<file path="src/rtl/nanosoc_axi_stream_io_pkg.sv">
// Shared definitions for the nanosoc AXI-stream byte arbiter.
//   EolCharDefault / EotCharDefault : default line and end-of-transmission bytes
//   arb_state_e                     : arbiter FSM state encoding
package nanosoc_axi_stream_io_pkg;

    localparam logic [7:0] EolCharDefault = 8'h0A;
    localparam logic [7:0] EotCharDefault = 8'h04;

    typedef enum logic [1:0] {
        StIdle  = 2'd0,
        StGrant = 2'd1,
        StEot   = 2'd2,
        StDone  = 2'd3
    } arb_state_e;

endpackage

</file>
<file path="src/rtl/nanosoc_axi_stream_io_8_arbiter_if.sv">
// Handshake bundle between NUM_SRC byte sources, the arbiter and the merged sink.
//   src_valid/src_data/src_ready : per-source streams, source i byte in src_data[8i+7:8i]
//   out_valid/out_data/out_ready : merged 8-bit stream
//   grant_id / done_mask         : current/last granted source, sources finished with EOT
// master: arbiter side. slave: environment side (sources + sink).
interface nanosoc_axi_stream_io_8_arbiter_if #(
    parameter int unsigned NUM_SRC = 4
) ();

    logic [NUM_SRC-1:0]   src_valid;
    logic [8*NUM_SRC-1:0] src_data;
    logic [NUM_SRC-1:0]   src_ready;
    logic                 out_valid;
    logic [7:0]           out_data;
    logic                 out_ready;
    logic [2:0]           grant_id;
    logic [NUM_SRC-1:0]   done_mask;

    modport master (
        input  src_valid, src_data, out_ready,
        output src_ready, out_valid, out_data, grant_id, done_mask
    );

    modport slave (
        output src_valid, src_data, out_ready,
        input  src_ready, out_valid, out_data, grant_id, done_mask
    );

endinterface

</file>
<file path="src/rtl/nanosoc_rr_pick.sv">
// Combinational round-robin pick: first set bit of req_i searching upward from ptr_i
// with wrap-around.
//   req_i   : request vector
//   ptr_i   : search start index (must be < NUM_SRC)
//   idx_o   : chosen index (0 when nothing found)
//   found_o : at least one request set
module nanosoc_rr_pick #(
    parameter int unsigned NUM_SRC = 4
) (
    input  logic [NUM_SRC-1:0] req_i,
    input  logic [2:0]         ptr_i,
    output logic [2:0]         idx_o,
    output logic               found_o
);

    always_comb begin : p_pick
        int cand;
        cand    = 0;
        idx_o   = '0;
        found_o = 1'b0;
        // Walk offsets from farthest to nearest so the nearest hit is the last write.
        for (int k = NUM_SRC - 1; k >= 0; k--) begin
            cand = int'(ptr_i) + k;
            if (cand >= int'(NUM_SRC)) begin
                cand = cand - int'(NUM_SRC);
            end
            for (int j = 0; j < NUM_SRC; j++) begin
                if (j == cand && req_i[j]) begin
                    idx_o   = 3'(j);
                    found_o = 1'b1;
                end
            end
        end
    end

endmodule

</file>
<file path="src/rtl/nanosoc_axi_stream_io_8_arbiter.sv">
// Line-granular round-robin arbiter merging NUM_SRC byte streams onto one stream.
// A grant is held until EOL_CHAR, EOT_CHAR or IDLE_TIMEOUT source-stall cycles.
// Per-source EOT bytes are absorbed; a single EOT_CHAR is emitted once all are done.
//   aclk, aresetn : clock, synchronous active-low reset
//   bus_io        : source/sink handshakes plus grant_id and done_mask status
module nanosoc_axi_stream_io_8_arbiter
    import nanosoc_axi_stream_io_pkg::*;
#(
    parameter int unsigned NUM_SRC      = 4,
    parameter logic [7:0]  EOL_CHAR     = EolCharDefault,
    parameter logic [7:0]  EOT_CHAR     = EotCharDefault,
    parameter int unsigned IDLE_TIMEOUT = 32
) (
    input logic                                aclk,
    input logic                                aresetn,
    nanosoc_axi_stream_io_8_arbiter_if.master  bus_io
);

    localparam int unsigned   CntW   = (IDLE_TIMEOUT == 0) ? 1 : $clog2(IDLE_TIMEOUT + 1);
    localparam logic [CntW-1:0] CntMax = '1;

    arb_state_e         state_q, state_d;
    logic [2:0]         grant_q, grant_d;
    logic [2:0]         rr_q, rr_d;
    logic [NUM_SRC-1:0] done_q, done_d;
    logic [CntW-1:0]    stall_q, stall_d;
    logic               out_valid_q, out_valid_d;
    logic [7:0]         out_data_q, out_data_d;

    logic               out_space;
    logic               sel_valid;
    logic [7:0]         sel_data;
    logic [NUM_SRC-1:0] grant_oh;
    logic [NUM_SRC-1:0] src_ready;
    logic               xfer;
    logic               timeout_hit;
    logic [2:0]         rr_next;
    logic [2:0]         pick_idx;
    logic               pick_found;

    nanosoc_rr_pick #(
        .NUM_SRC (NUM_SRC)
    ) u_pick (
        .req_i   (bus_io.src_valid & ~done_q),
        .ptr_i   (rr_q),
        .idx_o   (pick_idx),
        .found_o (pick_found)
    );

    // Output register can take a byte if empty or being drained this cycle.
    assign out_space = !out_valid_q || bus_io.out_ready;

    always_comb begin
        sel_valid = 1'b0;
        sel_data  = '0;
        grant_oh  = '0;
        for (int i = 0; i < NUM_SRC; i++) begin
            if (grant_q == 3'(i)) begin
                sel_valid   = bus_io.src_valid[i];
                sel_data    = bus_io.src_data[8*i +: 8];
                grant_oh[i] = 1'b1;
            end
        end
    end

    // Ready depends only on registered state and out_ready, never on src_valid.
    assign src_ready   = (state_q == StGrant && out_space) ? grant_oh : '0;
    assign xfer        = (state_q == StGrant) && out_space && sel_valid;
    assign rr_next     = (32'(grant_q) + 32'd1 >= NUM_SRC) ? 3'd0 : grant_q + 3'd1;
    assign timeout_hit = (IDLE_TIMEOUT != 0) && (32'(stall_q) + 32'd1 >= IDLE_TIMEOUT);

    always_comb begin
        state_d     = state_q;
        grant_d     = grant_q;
        rr_d        = rr_q;
        done_d      = done_q;
        stall_d     = stall_q;
        out_valid_d = out_valid_q;
        out_data_d  = out_data_q;
        if (bus_io.out_ready) begin
            out_valid_d = 1'b0;
        end
        case (state_q)
            StIdle: begin
                if (pick_found) begin
                    grant_d = pick_idx;
                    stall_d = '0;
                    state_d = StGrant;
                end
            end
            StGrant: begin
                if (xfer) begin
                    stall_d = '0;
                    if (sel_data == EOT_CHAR) begin
                        done_d  = done_q | grant_oh;
                        rr_d    = rr_next;
                        state_d = (&done_d) ? StEot : StIdle;
                    end else begin
                        out_valid_d = 1'b1;
                        out_data_d  = sel_data;
                        if (sel_data == EOL_CHAR) begin
                            rr_d    = rr_next;
                            state_d = StIdle;
                        end
                    end
                end else if (out_space) begin
                    // Only cycles where ready was offered count as source stalls.
                    if (timeout_hit) begin
                        rr_d    = rr_next;
                        stall_d = '0;
                        state_d = StIdle;
                    end else if (stall_q != CntMax) begin
                        stall_d = stall_q + CntW'(1);
                    end
                end
            end
            StEot: begin
                if (out_space) begin
                    out_valid_d = 1'b1;
                    out_data_d  = EOT_CHAR;
                    state_d     = StDone;
                end
            end
            StDone: begin
            end
            default: state_d = StIdle;
        endcase
    end

    always_ff @(posedge aclk) begin
        if (!aresetn) begin
            state_q     <= StIdle;
            grant_q     <= '0;
            rr_q        <= '0;
            done_q      <= '0;
            stall_q     <= '0;
            out_valid_q <= 1'b0;
            out_data_q  <= '0;
        end else begin
            state_q     <= state_d;
            grant_q     <= grant_d;
            rr_q        <= rr_d;
            done_q      <= done_d;
            stall_q     <= stall_d;
            out_valid_q <= out_valid_d;
            out_data_q  <= out_data_d;
        end
    end

    assign bus_io.src_ready = src_ready;
    assign bus_io.out_valid = out_valid_q;
    assign bus_io.out_data  = out_data_q;
    assign bus_io.grant_id  = grant_q;
    assign bus_io.done_mask = done_q;

endmodule

</file>
<file path="src/flat_wrapper.sv">
// flat-port wrapper written by rule: the top's interface ports become plain ports
module nanosoc_axi_stream_io_8_arbiter_flat import nanosoc_axi_stream_io_pkg::*;
#(
    parameter int unsigned NUM_SRC      = 4,
    parameter logic [7:0]  EOL_CHAR     = EolCharDefault,
    parameter logic [7:0]  EOT_CHAR     = EotCharDefault,
    parameter int unsigned IDLE_TIMEOUT = 32
)
  (aclk, aresetn, bus_io_src_valid, bus_io_src_data, bus_io_out_ready, bus_io_src_ready, bus_io_out_valid, bus_io_out_data, bus_io_grant_id, bus_io_done_mask);
  nanosoc_axi_stream_io_8_arbiter_if #(.NUM_SRC(NUM_SRC)) bus_io_i ();
  input logic aclk;
  input logic aresetn;
  input wire logic [$bits(bus_io_i.src_valid)-1:0] bus_io_src_valid;
  input wire logic [$bits(bus_io_i.src_data)-1:0] bus_io_src_data;
  input wire logic [$bits(bus_io_i.out_ready)-1:0] bus_io_out_ready;
  output wire logic [$bits(bus_io_i.src_ready)-1:0] bus_io_src_ready;
  output wire logic [$bits(bus_io_i.out_valid)-1:0] bus_io_out_valid;
  output wire logic [$bits(bus_io_i.out_data)-1:0] bus_io_out_data;
  output wire logic [$bits(bus_io_i.grant_id)-1:0] bus_io_grant_id;
  output wire logic [$bits(bus_io_i.done_mask)-1:0] bus_io_done_mask;
  assign bus_io_i.src_valid = bus_io_src_valid;
  assign bus_io_i.src_data = bus_io_src_data;
  assign bus_io_i.out_ready = bus_io_out_ready;
  assign bus_io_src_ready = bus_io_i.src_ready;
  assign bus_io_out_valid = bus_io_i.out_valid;
  assign bus_io_out_data = bus_io_i.out_data;
  assign bus_io_grant_id = bus_io_i.grant_id;
  assign bus_io_done_mask = bus_io_i.done_mask;
  nanosoc_axi_stream_io_8_arbiter #(.NUM_SRC(NUM_SRC), .EOL_CHAR(EOL_CHAR), .EOT_CHAR(EOT_CHAR), .IDLE_TIMEOUT(IDLE_TIMEOUT)) u_core (.aclk(aclk), .aresetn(aresetn), .bus_io(bus_io_i));
endmodule
</file>
<file path="config.mk">
export PLATFORM = sky130hd
export DESIGN_NAME = nanosoc_axi_stream_io_8_arbiter_flat
export DESIGN_NICKNAME = d
export VERILOG_FILES = /design/src/rtl/nanosoc_axi_stream_io_pkg.sv /design/src/rtl/nanosoc_axi_stream_io_8_arbiter_if.sv /design/src/rtl/nanosoc_rr_pick.sv /design/src/rtl/nanosoc_axi_stream_io_8_arbiter.sv /design/src/flat_wrapper.sv
export SDC_FILE = /design/constraint.sdc
export NUM_CORES = 1
export LEC_CHECK = 0
export BUFFER_PORTS_ARGS = -buffer_cell sky130_fd_sc_hd__buf_2
export CAP_MARGIN = 10
export CORE_MARGIN = 8
export CORE_UTILIZATION = 57
export CTS_CLUSTER_SIZE = 14
export DETAILED_ROUTE_END_ITERATION = 12
export PLACE_DENSITY = 0.95
export SYNTH_ARGS = -nofsm -noshare
export SYNTH_HDL_FRONTEND = slang
export SYNTH_SLANG_ARGS = --single-unit
</file>
<file path="constraint.sdc">
create_clock -name aclk -period 5.7 [get_ports aclk]
set_clock_uncertainty 0.2 [all_clocks]
set_input_delay 0.855 -clock aclk [delete_from_list [all_inputs] [get_ports aclk]]
set_output_delay 0.855 -clock aclk [all_outputs]
set_load 0.02 [all_outputs]
</file>
==> results of run 1 <==
per-layer routing:
layer | vias up | track usage (%)
li1 | 1096 | -
met5 | - | 0
met2 | 152 | 33.73
met1 | 1098 | 24.15
met4 | 0 | 7.692
met3 | 16 | 3.846
per-stage QoR:
step	cell area, sq um	util (%)	total power [W]	setup slack (ns)
final	2462	68.29	0.0007554	2.320
after floorplan	2118	-	0.0005032	2.870
after global routing	2462	68.29	0.0007961	2.122
after global placement	2391	66.31	0.0005819	2.579
after detailed placement	2391	66.31	0.0005932	2.392
after CTS	2462	68.29	0.0007482	2.388
state kept, by name, indices dropped and copies added (netlist names):
name	flops
u_core.rr_q	3
u_core.state_q	2
u_core.bus_io.done_mask	4
u_core.stall_q	6
u_core.bus_io.out_valid	1
u_core.bus_io.out_data	8
u_core.bus_io.grant_id	2
report_power, final:
part | switching [W] | internal (W)
registers | 0.0000193 | 0.000208
logic | 0.000233 | 0.000137
clock network | 0.0000640 | 0.0000942
kinds of logic (layout without fill, tap and decap cells):
family                   after synthesis  count (layout)  synth area share (%)
flip-flops                            26              26                 24.57
other                                  1               1                0.1770
buffers and inverters                 25              73                 5.552
multiplexers                           7               7                 3.308
AO/OA/AOI/OAI                         78              78                 27.35
AND/OR/NAND/NOR                      119             119                 30.77
adder cells (fa/ha/maj)               14              14                 8.269
worst min-delay path: cells and delay by family, from the launching register on:
family / cells / cell delay (ns)
AOI/OAI and AO/OA: 1 / 0.06
DFF: 1 / 0.33
and+or+nand+nor: 1 / 0.05
area by class of cell:
type / instances / area, sq um
clock inverters: 1 / 30.03
inverters: 12 / 45.04
well taps: 48 / 60.06
fillers: 289 / 1144
repair buffers: 57 / 285.3
clock buffers: 3 / 41.29
flip-flops and latches: 26 / 520.5
multi-input cells: 219 / 1480
synthesized netlist by cell type, drive strengths merged, types with 7 or more instances:
| library cell | instances |
|---|---|
| buf | 7 |
| nand2 | 25 |
| ha | 14 |
| nand2b | 9 |
| nor2b | 24 |
| o21ai | 17 |
| mux2i | 7 |
| o22ai | 7 |
| a21oi | 8 |
| nand3 | 8 |
| dfxtp | 26 |
| inv | 11 |
| nor2 | 17 |
how the worst max path moves through the flow:
stage               slack (ns)           endpoint                       from  cells past startpoint
floorplan                 2.87     u_core.rr_q[0]  u_core.bus_io.grant_id[0]                     12
global placement          2.58  u_core.stall_q[0]             u_core.rr_q[1]                      9
detailed placement        2.39  u_core.stall_q[3]             u_core.rr_q[1]                      9
CTS                       2.39  u_core.stall_q[0]             u_core.rr_q[1]                      9
global route              2.12  u_core.stall_q[0]             u_core.rr_q[1]                      9
finish                    2.32  u_core.stall_q[3]             u_core.rr_q[1]                      9
==> impl_results.md, run 1 <==
* Status: finished, final reports clean
* Chip Width at between 70 and 80 microns
* Hold path depth at 2
* Final Hold Fails at 0
* EDFF count, synth at 0
* CP Max Fanout at 15
* Hold_sp: u_core.stall_q[1]
* Die area at roughly 6000 sq um
* Detailed placement HPWL at between 4 and 5 mm
* Seq/Total Area, Yosys at between 20% and 30%
* Post-synthesis register bit count at 26
* Slew HR at between 50% and 60%
* Port Buffers at 57
* CTS tree: built
* Worst Path Required at approximately 5.7 ns
* Core ar. at between 3000 and 4000 sq um
* Worst-path clk slew at around 0.10 ns
* Pleak at 1.057 nW
* Drt total wl at ~6.3 mm
* Most frequent cells in the layout: 57 x buf_2, 26 x dfxtp_1, 25 x nand2_1, 24 x nor2b_1, 17 x nor2_1
* Max incr delay on CP at 0.64 ns
* DRT Pass-1 Iters at 5
* GR Util All Layers at about a fifth
* Final worst-path cycle share at about three fifths
* Max Transition Viols Final at 0
* Crit. End Element: register
* Worst-skew pair later-pin latency at approximately 0.28 ns
* Async SR Flop Fraction at 0%
* Post-cts sizing count at 0
* RSZ-0062 raised after global routing: false
* Max Freq at ~300 MHz
* Worst hold slack at about 0.29 ns
* Nets@finish at about 370
* R2R cell count at 9
* Worst path slowest cell: dfxtp_1
* H-tree depth at 1
* DR iter-0 viols at approximately 270
* Critical path class: register to register
* Worst setup SP type: register
* Critical path cell sequence: clkinv_1 > ha_1 > nor2b_1 > o21ai_0 > a31oi_1 > o41ai_2 > nor2_1 > nand3b_1 > a21boi_0
* Commonest non-fill, non-tap cell in the layout: buf_2
* Routed wire length per instance at around 17 microns
* Pin count of the biggest net entering global routing at 34
* Clock tree root buffer cell: clkbuf_8
* CTS hold repair buffers at 0
* Area Growth Syn to Fin at 16.24%
* PD cells at around 300 nW/um^2
* Post-Syn Instances at 270
* Crit path buf inv count at 1
* Arr. time, crit path at 3.35 ns
* FF-to-FF setup slack at 2.32 ns
* Area contributors post-synth: dfxtp_1 25%, ha_1 8.3%, nor2b_1 7.1%, nand2_1 4.4%, o21ai_0 3.5%
* Metal-1 WL at 2.576 mm
* Num rows at 22
* Layout Cells excl Fill at approximately 370
* Max layer used: met4
* Most used DFF post-synth: dfxtp_1
* Setup bufs post-CTS at 0
* First-pass GRT wire length at around 10 mm
* Via-to-Cell Ratio at ~6.5
* Worst Hold Class: register to register
* Worst vdd rail ir drop at ~0.13 mV
* Reg2reg end: u_core.stall_q[3]
* Antenna-violating nets left at 0
* Slew @ Worst Pin at slightly below 0.7 ns
* Synth Net Count at roughly 320
* Setup TNS Final at 0 ns
* Hold Path End: u_core.stall_q[1]
* Cell count after placement at 362
* Top cell type's share of synthesized area at roughly 25%
* Initial antenna violation count at 0
* Initial Util at between 50% and 60%
* Routed met2 length at 3.015 mm
* Total grt overflow at 0
* Die span in y at between 70 and 80 microns
* Post-Syn Area per Cell at roughly 7.8 sq um
* Synth area leader: dfxtp_1
* Tmin final at 3.380 ns
* Final antenna diode count at 0
* DR vias at 2,362
* Met3 Routed Length at about 560 microns
* Num CTS Buffers at 3
* Maximum capacitance violations at 0
* GPL Wtd Cong at about 0.95
* Top Ports at about 60
* Layout cells sized above 1 at 21.38%
* Sink Count at 26
* Setup-failing EPs final at 0
* CP top delay family: compound AO/OA/AOI/OAI gates
* Vias in the first global route at 2,227
* Ys Warns at 0
* Drc violations at 0
* Clock Tree Buf Depth at 2
* Number of library cell types mapped by synthesis at 55
* R2R Path Start: u_core.rr_q[1]
* Synthesized cell area at 2118 sq um
Note: power is estimated with default switching activity, not from simulation.
==> run 2, diff against run 1 <==
--- a/config.mk
+++ b/config.mk
@@ -8,10 +8,10 @@
 export BUFFER_PORTS_ARGS = -buffer_cell sky130_fd_sc_hd__buf_2
 export CAP_MARGIN = 10
 export CORE_MARGIN = 8
-export CORE_UTILIZATION = 57
+export CORE_UTILIZATION = 48
 export CTS_CLUSTER_SIZE = 14
 export DETAILED_ROUTE_END_ITERATION = 12
-export PLACE_DENSITY = 0.95
+export PLACE_DENSITY = 0.86
 export SYNTH_ARGS = -nofsm -noshare
 export SYNTH_HDL_FRONTEND = slang
 export SYNTH_SLANG_ARGS = --single-unit
==> constraint.sdc (replaced) <==
create_clock -name aclk -period 3.1 [get_ports aclk]
set_clock_uncertainty 0.2 [all_clocks]
set_input_delay 0.465 -clock aclk [delete_from_list [all_inputs] [get_ports aclk]]
set_output_delay 0.465 -clock aclk [all_outputs]
set_load 0.02 [all_outputs]
==> run 2 against run 1 <==
Net effect: combinational power increased by 89%; final area is 1.4% higher; setup slack lost 2.2 ns; global-route usage shrank 2.0 points; utilization decreased by 10 points; clock power increased by 23%; sequential power rose by 84%; power grew 74%; clock-buffer cell count stayed put; final cell count rose by 3.0%; via count is 3.2% lower; maximum frequency increased by 14%; largest cell class unchanged.
==> impl_results.md, run 2 (synthesis results as in run 1) <==
* Critical path class: register to register
* PD cells at 525.7 nW/um^2 (+71%)
* FF-to-FF setup slack at 0.14 ns (-2.18 ns)
* R2R cell count at 9 (unchanged)
* Hold path depth at 2 (unchanged)
* Via-to-Cell Ratio at 6.064 (-6.0%)
* Worst hold slack at 0.2596 ns (-0.02676 ns)
* Final Hold Fails at 0 (unchanged)
* Gate power share at 53.4% (+4.4 points)
* Layout cells sized above 1 at 23.08% (+1.7 points)
* Critical path cell sequence: inv_1 > ha_1 > or2_0 > a221oi_2 > nor2_1 > or3b_1 > o211ai_4 > a32oi_1 > nor2b_1
* Num CTS Buffers at 3 (unchanged)
* Initial antenna violation count at 0 (unchanged)
* Post-DP Area at 2456 sq um (+2.7%)
* Seq pwr share at 31.8% (+1.7 points)
* Max Transition Viols Final at 0 (unchanged)
* DR vias at 2,286 (-3.2%)
* Post-cts sizing count at 0 (unchanged)
* Total grt overflow at 0 (unchanged)
* Status: finished, final reports clean
* First-pass GRT wire length at 9.839 mm (-4.0%)
* H-tree depth at 1 (unchanged)
* Final antenna diode count at 0 (unchanged)
* Finished Cell Area at 2497 sq um (+1.4%)
* Clock tree root buffer cell: clkbuf_8
* DR iter-0 viols at 320 (+19%)
* Num rows at 24 (+9.1%)
* Worst Hold Class: register to register
* Worst-path clk slew at 0.09 ns (about the same)
* Clock Tree Buf Depth at 2 (unchanged)
* Sink Count at 26 (unchanged)
* Detailed placement HPWL at 4.846 mm (+1.0%)
* Arr. time, crit path at 2.96 ns (-0.39 ns)
* Chip Width at 82.43 microns (+7.1%)
* Setup TNS Final at 0 ns (unchanged)
* Tmin final at 2.958 ns (-0.4220 ns)
* Most frequent cells in the layout: 57 x buf_2, 26 x dfxtp_1, 25 x nand2_1, 24 x nor2b_1, 17 x nor2_1
* DRT Pass-1 Iters at 6 (+1)
* Vias in the first global route at 2,152 (-3.4%)
* Max reg flops at 8 (unchanged)
* Antenna-violating nets left at 0 (unchanged)
* Pre-CTS setup slack at 0.1748 ns (-2.217 ns)
* P_sw at 0.0005721 W (+81%)
* Sw Share at 43.58% (+1.8 points)
* Top Ports at 59 (unchanged)
* Initial Util at 49.33% (-9.4 points)
* Core ar. at 4294 sq um (+19%)
* CTS tree: built
* Worst path slowest cell: or3b_1
* Worst Path Required at 3.10 ns (-2.57 ns)
* Hold Path End: u_core.bus_io.out_data[2]
* CP Max Fanout at 8 (-7)
* Maximum capacitance violations at 0 (unchanged)
* Fill cells at 411 (+42%)
* Reg2reg end: u_core.bus_io.out_data[3]
* Routed wire length per instance at 16.59 microns (-3.5%)
* Crit. End Element: register
* Final worst-path cycle share at 95.43% (+36 points)
* Commonest non-fill, non-tap cell in the layout: buf_2
* Slew HR at 66.54% (+13 points)
* Setup bufs post-CTS at 0 (unchanged)
* R2R Path Start: u_core.bus_io.grant_id[0]
* GPL Wtd Cong at 0.9571 (+0.40%)
* Pin count of the biggest net entering global routing at 33 (-2.9%)
* Cell Int Power at 0.0007406 W (+68%)
* Max incr delay on CP at 0.52 ns (-0.12 ns)
* Port Buffers at 57 (unchanged)
* Drt total wl at 6.255 mm (-0.62%)
* Area Growth Syn to Fin at 17.90%
* Clock network power share at 14.8% (-6.1 points)
* Setup-failing EPs final at 0 (unchanged)
* RSZ-0062 raised after global routing: false
* CTS hold repair buffers at 0 (unchanged)
* Drc violations at 0 (unchanged)
* Final worst slack at 0.1418 ns (-2.178 ns)
* Pleak at 1.083 nW (+2.4%)
* Die span in y at 82.43 microns (+7.1%)
* Nets@finish at 380 (+2.2%)
* Worst-skew pair later-pin latency at 0.27 ns (about the same)
* Die area at 6795 sq um (+15%)
* Worst setup SP type: register
* Max Freq at 338.0 MHz (+14%)
* Final Total Pwr at 0.001313 W (+74%)
* Worst vdd rail ir drop at 0.2096 mV (+61%)
* Hold_sp: u_core.bus_io.out_data[2]
* GR Util All Layers at 17.94% (-2.0 points)
* Slew @ Worst Pin at 0.5009 ns (-0.1859 ns)
-- run 2: cell types whose count changed in the layout (fill, tap and decap cells not counted), sizes merged --
cell	previous run	this run
bufinv	1	0
buf	57	65
-- run 2: power by group through the flow --
stage,clock (W),combinational (W),sequential [W]
after floorplan,0,0.000459,0.000466
after global placement,0,0.000673,0.000422
after detailed placement,0,0.000683,0.000426
after CTS,0.000196,0.000692,0.000417
after global routing,0.000212,0.000765,0.000424
final,0.000194,0.000701,0.000418
-- run 2: how the worst max path moves through the flow --
stage	startpoint	to	slack (ns)	depth (start not counted)
finish	u_core.bus_io.grant_id[0]	u_core.bus_io.out_data[3]	0.14	9
global route	u_core.bus_io.grant_id[0]	u_core.bus_io.out_data[6]	0.006	9
CTS	u_core.bus_io.grant_id[0]	u_core.state_q[1]	0.11	10
detailed placement	u_core.bus_io.grant_id[0]	u_core.rr_q[1]	0.17	9
global placement	u_core.bus_io.grant_id[0]	u_core.rr_q[1]	0.25	9
floorplan	u_core.bus_io.grant_id[0]	u_core.rr_q[0]	0.27	12
-- run 2: routing by layer --
metal | vias to the layer above | GRT usage (%) | wire, microns
li1 | 1110 | - | -
met1 | 1028 | 22.42 | 2581
met2 | 135 | 29.76 | 2840
met3 | 13 | 3.788 | 751
met4 | 0 | 6.140 | 82
met5 | - | 0 | 0
-- run 2: per-stage QoR --
step | cells | util, %
after floorplan | 270 | -
after global placement | 374 | 57.20
after detailed placement | 374 | 57.20
after CTS | 377 | 58.16
after global routing | 377 | 58.16
final | 377 | 58.16
-- run 2: layout make-up --
| type | instances | area [sq um] | share of cell area, % |
|---|---|---|---|
| multi-input cells | 219 | 1480 | 59.27 |
| flip-flops and latches | 26 | 520.5 | 20.84 |
| repair buffers | 65 | 345.3 | 13.83 |
| well taps | 52 | 65.06 | 2.605 |
| inverters | 12 | 45.04 | 1.804 |
| clock buffers | 3 | 41.29 | 1.653 |
-- run 2: critical path: cells and delay by family (launching register included) --
kind            cells  cell delay [ns]
simple gates        4             1.13
fa+ha+maj           1             0.30
compound gates      3             0.73
flops               1             0.41
buf+inv             1             0.11
